`src/rtl/fwd_scoreboard.sv`:
```
// Operand-bypass scoreboard between ID and EX: tracks in-flight destination tags,
// forwards the youngest ready producer per read port and raises load-use stalls.
module fwd_scoreboard #(
  parameter int DW         = 32,
  parameter int AW         = 5,
  parameter int NRD        = 2,
  parameter int DEPTH      = 3,
  parameter int LATE_STAGE = 1
) (
  input  logic                clk,
  input  logic                rst,
  input  logic                iss_valid,
  input  logic                iss_wr,
  input  logic [AW-1:0]       iss_dst,
  input  logic                iss_late,
  input  logic                pipe_stall,
  input  logic                flush,
  input  logic [DEPTH*DW-1:0] stage_data,
  input  logic [NRD*AW-1:0]   rd_addr,
  input  logic [NRD*DW-1:0]   rd_gpr,
  output logic [NRD*DW-1:0]   rd_data,
  output logic [NRD-1:0]      rd_fwd,
  output logic                hazard_stall,
  output logic [31:0]         stall_cnt
);

  logic [DEPTH-1:0]         r_v;
  logic [DEPTH-1:0][AW-1:0] r_d;
  logic [DEPTH-1:0]         r_l;
  logic [31:0]              r_stall_cnt;

  logic [NRD*DW-1:0] w_data;
  logic [NRD-1:0]    w_fwd;
  logic [NRD-1:0]    w_blocked;
  logic              w_hazard;

  // Slot 0 is the youngest producer, so the first hit in ascending order decides
  // the port even if an older slot would be ready.
  always_comb begin
    logic          hit;
    logic [AW-1:0] addr;
    // NOTE: every combinational output gets a default first so no path infers a latch.
    w_data    = rd_gpr;
    w_fwd     = '0;
    w_blocked = '0;
    for (int p = 0; p < NRD; p++) begin
      hit  = 1'b0;
      addr = rd_addr[p*AW +: AW];
      for (int k = 0; k < DEPTH; k++) begin
        if (!hit && r_v[k] && (r_d[k] == addr) && (addr != '0)) begin
          hit = 1'b1;
          if (!r_l[k] || (k >= LATE_STAGE)) begin
            w_fwd[p]             = 1'b1;
            w_data[p*DW +: DW]   = stage_data[k*DW +: DW];
          end else begin
            w_blocked[p] = 1'b1;
          end
        end
      end
    end
  end

  assign w_hazard = (|w_blocked) && !pipe_stall;

  always_ff @(posedge clk) begin
    // NOTE: sequential state uses non-blocking assignments so every slot shifts
    // from its pre-edge neighbour.
    if (rst) begin
      // NOTE: only the valid bits are reset; destination and late flags are
      // qualified by v and need no reset.
      r_v <= '0;
    end else if (flush) begin
      r_v <= '0;
    end else if (!pipe_stall) begin
      for (int k = DEPTH - 1; k > 0; k--) begin
        r_v[k] <= r_v[k-1];
        r_d[k] <= r_d[k-1];
        r_l[k] <= r_l[k-1];
      end
      r_v[0] <= iss_valid && iss_wr && !w_hazard;
      r_d[0] <= iss_dst;
      r_l[0] <= iss_late;
    end
  end

  // Flush deliberately leaves the counter alone; it only measures stall cycles.
  always_ff @(posedge clk) begin
    if (rst) begin
      r_stall_cnt <= '0;
    end else if (w_hazard && (r_stall_cnt != '1)) begin
      r_stall_cnt <= r_stall_cnt + 32'd1;
    end
  end

  assign rd_data      = w_data;
  assign rd_fwd       = w_fwd;
  assign hazard_stall = w_hazard;
  assign stall_cnt    = r_stall_cnt;

endmodule

```
`config.mk`:
```
export PLATFORM = sky130hd
export DESIGN_NAME = fwd_scoreboard
export DESIGN_NICKNAME = d
export VERILOG_FILES = /design/src/rtl/fwd_scoreboard.sv
export SDC_FILE = /design/constraint.sdc
export NUM_CORES = 1
export LEC_CHECK = 0
export CORE_MARGIN = 5
export CORE_UTILIZATION = 36
export DETAILED_ROUTE_END_ITERATION = 7
export GPL_TIMING_DRIVEN = 0
export HOLD_SLACK_MARGIN = 0.08
export PLACE_DENSITY = 0.78
export SYNTH_ARGS = -nofsm -noshare
export SYNTH_HDL_FRONTEND = slang
export SYNTH_SLANG_ARGS = --single-unit
```
`constraint.sdc`:
```
create_clock -name clk -period 2.2 [get_ports clk]
set_input_delay 0.33 -clock clk [delete_from_list [all_inputs] [get_ports clk]]
set_output_delay 0.33 -clock clk [all_outputs]
set_load 0.05 [all_outputs]
```
==> flow_summary_export.csv <==
group,metric,value,unit
logic_synthesis,syn-num-nets,750,
placed_design,gp_congestion,0.941,
critical_path,slowest_stage,"edfxtp_1",
clock_tree,cts_tree,"built",
floorplan,die_h,129,µm
logic_synthesis,synthDistinctLibCells,57,
sta,clock_skew,0.00775,ns
floorplan,pin_count,281,
critical_path,path_buf_inv,4,
routing,ant_nets,0,
clock_tree,clkTransAtPathRegs,0.07,ns
logic_synthesis,ys_async_sr_fraction,0,
routing,wl_per_cell,27.9,µm
run_status,status,"complete, but fails checks",
logic_synthesis,synth_edf_count,16,
clock_tree,cts-root-buf,"clkbuf_16",
routing,routed_via_density,6.24,
floorplan,die_area,16600,µm²
routing,dr.pass1.iters,5,
sta,period_share,1.42,
global_route,antenna_found_initial,2,
sta,slew_headroom,0.187,
logic_synthesis,yosysSeqAreaShare,0.232,
placed_design,dp.cells,1024,
critical_path,cp_common_cell,"buf_6",
layout,syn_to_final_growth,120,%
critical_path,start_kind,"flop",
hold_path,hold_class,"reg2reg",
clock_tree,cts_made_buffers,5,
logic_synthesis,synth-main-ff-cell,"dfxtp_1",
layout,nNetsFinal,1108,
pwr,total_power,0.00302,W
clock_tree,cts_max_level,2,
sta,rsz0062_at_grt,"true",
critical_path,end_kind,"primary output",
clock_tree,cts.sinks,51,
sta,hold_viol,0,
global_route,grt_start_max_net_pins,19,
sta,min_period,3.13,ns
critical_path,worstSetupPathType,"reg2out",
routing,dr_total_vias,6912,
layout,drive_above_1_share,0.474,
pwr,powerDensity,269,nW/µm²
critical_path,worstPathRequired,1.87,ns
sta,setup_ws,-0.934,ns
pwr,p_leak,3.99,nW
routing,routed_wl,30900,µm
critical_path,cpLargestDelayFamily,"simple AND/OR/NAND/NOR gates",
layout,stdcell_count,1107,
critical_path,cp_data_arrival_time,2.80,ns
logic_synthesis,yosysWarnings,0,
run_status,violations,"negative setup slack",
global_route,grt_pass1_vias,7014,
global_route,grt_pass1_wl,41200,µm
placed_design,port_buffers,277,
sta,finalSetupViolations,96,
floorplan,num_rows,43,
floorplan,die_w,129,µm
placed_design,dpl.hpwl,20000,µm
routing,post-route-drc-count,0,
global_route,gr-total-overflow,0,
floorplan,fp.coreArea,13900,µm²
critical_path,worstPathCellList,"xnor2_2, nand4_4, o22ai_4, nand4b_1, buf_4, buf_6, clkbuf_16, nor3_2, a221oi_4, buf_6",
clock_tree,clk_latency,0.30,ns
logic_synthesis,avgSynthCellArea,8.99,µm²
critical_path,path_max_fanout,5,
sta,max_freq,0.319,GHz
clock_tree,hold_buffers,0,
global_route,grtUsageTotal,0.316,
logic_synthesis,syn-cell-area,5100,µm²
critical_path,cp_slowest_stage_delay,0.50,ns
logic_synthesis,syn_inst,567,
critical_path,reg2reg_slack,-0.13,ns
routing,drt_iter0_drc,425,
logic_synthesis,ys_ff_latch,51,
floorplan,start_util,0.367,
layout,final_common_cell,"clkdlybuf4s50_1",
run,drv_cap,0,
clock_tree,cts_buffer_depth,2,
pwr,peakVddDrop,0.324,mV
layout,final_cell_mix,"clkdlybuf4s50_1, buf_6, a221oi_4",
sta,drv_slew,0,
sta,worst_pin_slew,1.21,ns
repair_timing:
item,4_1_cts,5_1_grt
setup buffers,33,29
setup endpoints to repair,99,97
cloned,8,7
gates resized for setup,612,114
pin swaps,30,66
cell usage after synthesis, types with 9 or more instances:
cell / instances / area, µm²
nor3_1: 71 / 355
mux2i_1: 66 / 661
a221oi_2: 38 / 571
dfxtp_1: 35 / 701
inv_1: 27 / 101
nand2_1: 24 / 90.1
a21oi_1: 22 / 110
nand3_1: 21 / 105
nor2_1: 19 / 71.3
clkbuf_1: 17 / 63.8
edfxtp_1: 16 / 480
xor2_1: 16 / 140
o31ai_1: 12 / 90.1
xnor2_1: 12 / 105
buf_4: 11 / 82.6
nor2b_1: 11 / 68.8
nor4_1: 11 / 68.8
o21ai_0: 11 / 55.1
mux2_2: 10 / 113
or3_1: 10 / 62.6
or4_1: 10 / 75.1
mux2_1: 9 / 101
through the flow:
step	setup WS, ns	hold WS [ns]	util	cell area [µm²]	setup TNS [ns]
floorplan	-0.311	0.409	-	6210	-16.32
global placement	-1.97	0.468	0.664	9210	-132.73
detailed placement	-2.06	0.479	0.664	9210	-139.01
CTS	-0.716	0.494	0.755	10500	-43.50
global route	-0.962	0.522	0.809	11200	-56.28
finish	-0.934	0.501	0.809	11200	-46.28
power breakdown:
group / total (W) / internal (W) / switching [W]
clock network: 0.000816 / 0.000434 / 0.000381
registers: 0.000985 / 0.000974 / 0.0000110
logic: 0.00122 / 0.000616 / 0.000607
state kept, by name, summed over array words and instances (netlist names):
register / cells
r_v: 3
r_d: 15
r_l: 1
stall_cnt: 32
metal layers:
metal  GRT usage  vias up  wire length (µm)
li1            -     2911                 -
met5           0        -                10
met3      0.0697      181              2860
met4       0.128        2              1970
met1       0.361     3340             10900
met2       0.569      478             15200
cell type report:
cell class | count | area (µm²)
Multi-Input combinational cell | 443 | 5180
Timing Repair Buffer | 352 | 3740
Fill cell | 777 | 2660
Sequential cell | 51 | 1210
Buffer | 44 | 608
Tap cell | 180 | 225
Clock buffer | 5 | 125
Inverter | 28 | 108
Clock inverter | 3 | 27.5
Antenna cell | 1 | 2.50
worst register-to-register path: stages (launching register included):
cell,delay [ns]
dfxtp_4,0.39
ha_1,0.25
nand2_2,0.17
nor4_4,0.39
nand3b_1,0.19
buf_2,0.24
or4_1,0.49
a21oi_1,0.16
logic make-up after synthesis:
logic type               Yosys count  share of synthesized area
adder cells (fa/ha/maj)            1                    0.00245
multiplexers                      86                      0.175
flip-flops                        51                      0.232
XOR/XNOR                          30                     0.0545
buffers and inverters             73                     0.0815
AND/OR/NAND/NOR                  214                      0.243
AO/OA/AOI/OAI                    112                      0.212
worst paths after layout:
| kind | endpoint | depth (start not counted) | startpoint |
|---|---|---|---|
| max | rd_data[12] | 10 | r_d[2] |
| min reg2reg | stall_cnt[22] | 2 | stall_cnt[22] |
| max reg2reg | stall_cnt[30] | 7 | stall_cnt[0] |
| min | stall_cnt[22] | 2 | stall_cnt[22] |
(Power assumes the default switching activity.)
